## config.mk

```make
export PLATFORM = sky130hd
export DESIGN_NAME = wdf_fifo
export DESIGN_NICKNAME = d
export VERILOG_FILES = /design/src/rtl/mig_pkg.sv /design/src/rtl/wdf_fifo.sv
export SDC_FILE = /design/constraint.sdc
export NUM_CORES = 1
export LEC_CHECK = 0
export ABC_AREA = 1
export CAP_MARGIN = 30
export CORE_ASPECT_RATIO = 1.25
export CORE_UTILIZATION = 49
export DETAILED_ROUTE_END_ITERATION = 10
export PLACE_DENSITY_LB_ADDON = 0.3
export SLEW_MARGIN = 20
export SYNTH_ARGS = -nofsm -noshare
export SYNTH_HDL_FRONTEND = slang
export SYNTH_SLANG_ARGS = --single-unit
```

## constraint.sdc

```tcl
create_clock -name clk_in -period 7.9 [get_ports clk_in]
set_input_delay 0.79 -clock clk_in [delete_from_list [all_inputs] [get_ports clk_in]]
set_output_delay 0.79 -clock clk_in [all_outputs]
set_load 0.01 [all_outputs]
```

## src/rtl/mig_pkg.sv

```systemverilog
// Shared constants, types and byte-merge helper for the MIG user-interface model.
package mig_pkg;

  localparam logic [2:0] MIG_CMD_WRITE = 3'b000;
  localparam logic [2:0] MIG_CMD_READ  = 3'b001;
  localparam int MIG_DATA_BITS = 128;
  localparam int MIG_MASK_BITS = 16;

  typedef enum logic {
    MIG_CALIB = 1'b0,
    MIG_RUN   = 1'b1
  } mig_state_t;

  typedef struct packed {
    logic [MIG_MASK_BITS-1:0] mask;
    logic [MIG_DATA_BITS-1:0] data;
  } wdf_beat_t;

  // Mask bit set means the byte keeps its old value.
  function automatic logic [MIG_DATA_BITS-1:0] merge_bytes(
    input logic [MIG_DATA_BITS-1:0] old_line,
    input wdf_beat_t beat
  );
    logic [MIG_DATA_BITS-1:0] line;
    line = old_line;
    for (int b = 0; b < MIG_MASK_BITS; b++) begin
      if (!beat.mask[b]) line[b*8 +: 8] = beat.data[b*8 +: 8];
    end
    return line;
  endfunction

endpackage

```

## src/rtl/wdf_fifo.sv

```systemverilog
// Four-entry write-data FIFO holding {mask, data} beats until their command arrives.
module wdf_fifo
  import mig_pkg::*;
(
  input  logic      clk_in,
  input  logic      rst_in,
  input  logic      push,
  input  logic      pop,
  input  wdf_beat_t din,
  output wdf_beat_t dout,
  output logic      full,
  output logic      empty
);

  wdf_beat_t  entries [4];
  logic [1:0] wr_ptr;
  logic [1:0] rd_ptr;
  logic [2:0] count;
  logic       do_push;
  logic       do_pop;

  assign do_pop  = pop && (count != 3'd0);
  assign do_push = push && (count != 3'd4);
  assign full    = (count == 3'd4);
  assign empty   = (count == 3'd0);
  assign dout    = entries[rd_ptr];

  always_ff @(posedge clk_in) begin
    if (!rst_in) begin
      wr_ptr <= 2'd0;
      rd_ptr <= 2'd0;
      count  <= 3'd0;
    end else begin
      if (do_push) wr_ptr <= wr_ptr + 2'd1;
      if (do_pop)  rd_ptr <= rd_ptr + 2'd1;
      count <= count + {2'b00, do_push} - {2'b00, do_pop};
    end
  end

  always_ff @(posedge clk_in) begin
    if (do_push) entries[wr_ptr] <= din;
  end

endmodule

```

==> flow_summary.ini, run 1 <==
[run_status]
status = finished, final reports clean

[timing]
setup_tns_ns = 0
post-route-period-util = 0.592
max_freq_mhz = 214
worstMarginPinSlew_ns = 0.956
final.min_clock_period_ns = 4.68
slew_viol_final = 0
finalSetupViolations = 0
slew_headroom = 0.363
skew_ns = 0.0102
hold_violations = 0
rsz0062_at_grt = false

[clock_tree]
cts_root_buf = clkbuf_16
post_cts_buffers = 0
clockBufferDepth = 3
hold_buffers = 0
h-tree-depth = 2
cts_buffers = 55
clk_pin_slew_ns = 0.06
cts_sinks = 585
postCtsResizedCells = 0
tritoncts = yes
clock_insertion_delay_worst_skew_ns = 0.60

[worst_setup_path]
crit_buf_inv = 6
crit_arrival_ns = 3.89
crit_family = buffers and inverters
critical_path_cell_count = 8
crit_type = flip-flop to primary output
start_kind = flip-flop
cpPeakStageDelay_ns = 0.59
crit_chain = buf_16, inv_8, buf_16, buf_4, buf_16, o21ai_0, o22ai_1, clkdlybuf4s50_1
crit_fanout = 131
cp_slowest_cell = clkdlybuf4s50_1
r2r_cells = 5
cp_common_cell = buf_16
required_ns = 7.11
worst_setup_path_end_kind = primary output

[worst_hold_path]
worst_hold_path_type = flip-flop to flip-flop
min_path_cells = 2

[finish]
final_area_um2 = 26900
syn_to_final_growth_pct = 23.3
nets = 1884
drive_gt1_frac = 0.0547

[detailed_routing]
viasPerCell = 5.57
wl_per_cell_um = 20.2
drt_iter0_drc = 907
first_pass_iters = 5
ant_nets = 0
wl_um = 47500
vias = 13068
drcViolationCount = 0

[logic_synthesis]
synthCells = 1459
syn_nets = 1614
synthFlopType = edfxtp_1
synth_edf_count = 576
synthArstFlopShare = 0
synth_area_leaders = edfxtp_1, o21ai_0, nor2_1
yosys_warnings = 0
syn_avg_cell_area_um2 = 15.0
synth_common_cells = edfxtp_1, nor2_1, o21ai_0
ys_seq_elements = 585
synthesis.area_um2 = 21800
synth_top_area_frac = 0.793
ys_seq_area_frac = 0.801
synthMostInstantiatedCell = edfxtp_1
synth_cell_types = 22
synth_top_cell_by_area = edfxtp_1

[place]
postPlaceCellArea_um2 = 25000
gp_congestion = 0.744
numPortBuffers = 293
dpl.hpwl_um = 24300

[pwr]
power_density_nw_per_um2 = 322
power_leakage_nw = 8.84
worst_ir_drop_vdd_v = 0.000257
p_int_mw = 6.24
p_seq_frac = 0.448
clockPowerShare = 0.299
power.switching_mw = 2.43
swShare = 0.280
pwr-share-comb = 0.254

[floorplanning]
ios = 294
dieHeight_um = 238
die_w_um = 191
die-area_um2 = 45400
core-area_um2 = 44000
initial_core_util = 0.496
core.rowCount = 86

[grt]
grt_pass1_wl_um = 71400
grt_pass1_vias = 13012
grt_max_degree = 190
antenna_found_initial = 6
grt_usage = 0.207
gr-total-overflow = 0

[run]
drv_cap = 0
worst paths after layout:
path	from	slack (ns)	to
worst max-delay path	flip-flop	3.22	dout[82]
worst min-delay path	rd_ptr[0]	0.50	rd_ptr[0]
worst max register to register	count[1]	5.59	entries[2][135]
worst min register to register	rd_ptr[0]	0.50	rd_ptr[0]
logic make-up (layout without fill, tap and decap cells):
logic type	Yosys count	in the layout	synth area share
AO/OA/AOI/OAI	437	437	0.108
buffers and inverters	112	427	0.0314
AND/OR/NAND/NOR	318	318	0.0550
adder cells (fa/ha/maj)	7	7	0.00436
other	0	2	0
flip-flops	585	585	0.801
per-stage QoR:
step           worst slack, ns  std cells  total power, mW  hold WS (ns)   util
2_1_floorplan            0.363       1459             5.13         0.448      -
3_3_place_gp              3.60       2240             6.08         0.468  0.569
3_5_place_dp              3.50       2241             6.14         0.479  0.569
4_1_cts                   2.74       2343             8.73         0.497  0.609
5_1_grt                   3.03       2348             9.04         0.538  0.611
6_report                  3.22       2348             8.67         0.503  0.611
cell usage in the layout, fill, tap and decap left out:
| cell type | Yosys | layout |
|---|---|---|
| clkinv_2 | 0 | 9 |
| clkinv_1 | 0 | 13 |
| nand2_1 | 12 | 12 |
| nand3_1 | 4 | 4 |
| clkinvlp_4 | 0 | 1 |
| clkbuf_1 | 42 | 15 |
| buf_12 | 1 | 5 |
| o21ai_1 | 54 | 54 |
| bufinv_16 | 0 | 6 |
| clkdlybuf4s50_1 | 0 | 293 |
| fa_1 | 1 | 1 |
| clkbuf_16 | 0 | 57 |
| buf_16 | 0 | 3 |
| inv_1 | 16 | 16 |
| ha_1 | 6 | 6 |
| o21ai_0 | 234 | 234 |
| nor2_4 | 0 | 4 |
| or2_2 | 1 | 1 |
| diode_2 | 0 | 2 |
| inv_8 | 1 | 1 |
| dfxtp_4 | 0 | 2 |
| buf_4 | 5 | 6 |
| nor2_1 | 301 | 297 |
| clkinv_4 | 0 | 1 |
| a21oi_1 | 5 | 5 |
| edfxtp_1 | 576 | 576 |
| dfxtp_1 | 9 | 7 |
| o22ai_1 | 144 | 144 |
| inv_4 | 0 | 1 |
metal layers:
layer / up-vias / track usage / share of wire
met4: 8 / 0.0882 / 0.031
met5: - / 0 / 0.0012
met2: 468 / 0.336 / 0.48
met1: 6433 / 0.269 / 0.41
li1: 6063 / - / -
met3: 96 / 0.0465 / 0.079
worst min-delay path: stages (launching register included):
cell and delay (ns):
dfxtp_1 0.33, a21oi_1 0.06, nor2_1 0.08
power groups by stage:
stage	logic, mW	clock network [mW]	registers (mW)
after global placement	2.11	0	3.97
after global routing	2.38	2.75	3.91
after detailed placement	2.16	0	3.98
after CTS	2.17	2.64	3.92
final	2.20	2.59	3.88
after floorplan	1.15	0	3.99
flip-flops by register name, summed over array words and instances (netlist names), named ones only:
signal	count
entries	576
rd_ptr	2
count	3
wr_ptr	2
area by class of cell:
type	instances	area, um2
clock buffers	72	1480
clock inverters	30	290
diodes	2	5.00
repair buffers	307	3160
inverters	18	77.6
flip-flops and latches	585	17500
multi-input cells	762	3690
well taps	572	716
fillers	3221	17100
(Power assumes the default switching activity.)
==> inputs of run 2 (changes only) <==
==> constraint.sdc (replaced) <==
create_clock -name clk_in -period 3.9 [get_ports clk_in]
set_input_delay 0.39 -clock clk_in [delete_from_list [all_inputs] [get_ports clk_in]]
set_output_delay 0.39 -clock clk_in [all_outputs]
set_load 0.01 [all_outputs]
==> run 2 against run 1 <==
  * Core utilization is essentially flat
  * Combinational power grew 100%
  * Clock skew grew 0.011 ns
  * Sequential power grew 100%
  * Critical endpoint is now dout[83]
==> flow_summary.ini, run 2 (synthesis results as in run 1) <==
[finish]
largest_register_ffs = 576
layout_common_cells = edfxtp_1, nor2_1, clkdlybuf4s50_1, o21ai_0, o22ai_1
syn_to_final_growth_pct = 23.2
top_regs = entries (576), count (3)
final_cells = 2360
final_common_cell = edfxtp_1
final.fill_count = 3233
top_register = entries
nets = 1894
drive_gt1_frac = 0.0612
final_area_um2 = 26900

[timing]
skew_ns = 0.0210
layout_setup_ws_ns = 0.441
slew_headroom = 0.398
hold_violations = 0
post-route-period-util = 0.887
slew_viol_final = 0
finalSetupViolations = 0
worstMarginPinSlew_ns = 0.903
max_freq_mhz = 289
rsz0062_at_grt = false
setup_tns_ns = 0
final.min_clock_period_ns = 3.46

[grt]
grt_max_degree = 159
grt_usage = 0.205
antenna_found_initial = 8
grt_pass1_wl_um = 70900
gr-total-overflow = 0
grt_pass1_vias = 12798

[floorplanning]
die-area_um2 = 45400
die_w_um = 191
ios = 294
dieHeight_um = 238
core.rowCount = 86
initial_core_util = 0.496
core-area_um2 = 44000

[clock_tree]
clockBufferDepth = 3
clock_insertion_delay_worst_skew_ns = 0.60
hold_buffers = 0
clk_pin_slew_ns = 0.06
postCtsResizedCells = 0
tritoncts = yes
cts_sinks = 585
cts_buffers = 53
h-tree-depth = 2
post_cts_buffers = 0
cts_root_buf = clkbuf_16

[worst_hold_path]
worst_hold_path_type = primary input to flip-flop

[place]
postPlaceCellArea_um2 = 25200
place_ws_ns = 1.08
gp_congestion = 0.740
numPortBuffers = 293
dp.cells = 2256
dpl.hpwl_um = 25900

[pwr]
swShare = 0.283
pwr-share-comb = 0.258
clockPowerShare = 0.286
power_density_nw_per_um2 = 641
power_leakage_nw = 8.84
p_int_mw = 12.4
p_seq_frac = 0.456
worst_ir_drop_vdd_v = 0.000459
power.switching_mw = 4.87

[detailed_routing]
vias = 13006
drcViolationCount = 0
drt_iter0_drc = 910
first_pass_iters = 5
wl_um = 46900
viasPerCell = 5.51
ant_nets = 0
wl_per_cell_um = 19.9

[run]
drv_cap = 0

[worst_setup_path]
start_kind = flip-flop
crit_arrival_ns = 3.07
worst_setup_path_end_kind = primary output
crit_fanout = 158
crit_type = flip-flop to primary output
required_ns = 3.51

[run_status]
status = finished, final reports clean
==> run 2: changes by cell type in the layout (fill, tap and decap cells not counted), sizes merged <==
| cell | previous run | this run |
|---|---|---|
| buf | 14 | 26 |
| clkbuf | 72 | 71 |
| bufinv | 6 | 3 |
| clkinvlp | 1 | 3 |
| diode | 2 | 6 |
| clkinv | 23 | 21 |
==> run 2: worst paths after layout <==
path | from | endpoint | slack, ns | cells past startpoint
setup reg to reg | count[1] | entries[1][75] | 1.57 | 5
hold / removal | din[9] | entries[0][9] | 0.42 | 1
setup / recovery | flip-flop | dout[83] | 0.44 | 4
hold reg to reg | rd_ptr[0] | flip-flop | 0.49 | 2
==> run 2: power by group through the flow <==
stage | sequential [mW] | combinational, mW | clock, mW
after global placement | 7.97 | 4.43 | 0
after detailed placement | 8.00 | 4.49 | 0
after global routing | 7.92 | 4.82 | 5.26
after CTS | 7.86 | 4.51 | 5.05
final | 7.86 | 4.45 | 4.92
after floorplan | 8.00 | 2.33 | 0
==> run 2: metal layers <==
layer | track usage | up-vias | wire [um]
li1 | - | 6090 | -
met1 | 0.255 | 6369 | 18300
met2 | 0.343 | 460 | 23400
met3 | 0.0568 | 79 | 4140
met4 | 0.0732 | 8 | 1100
met5 | 0 | - | 56
==> run 2: final cells by class <==
cell class              instances  area [um2]  area share
clock inverters                27         219     0.00814
well taps                     572         716      0.0266
inverters                      18        77.6     0.00288
diodes                          6        15.0    0.000558
clock buffers                  71        1430      0.0530
repair buffers                319        3270       0.121
flip-flops and latches        585       17500       0.650
multi-input cells             762        3690       0.137
==> run 2: critical path, cell delays in order, from the launching register on <==
cell and delay (ns):
dfxtp_4 0.73, buf_12 0.53, o21ai_0 0.21, o22ai_1 0.25, clkdlybuf4s50_1 0.60
==> run 2: stage by stage <==
step	hold WS, ns	util	power, mW
CTS	0.387	0.611	17.4
global route	0.401	0.611	18.0
finish	0.421	0.611	17.2
detailed placement	0.474	0.573	12.5
global placement	0.458	0.573	12.4
floorplan	0.448	-	10.3
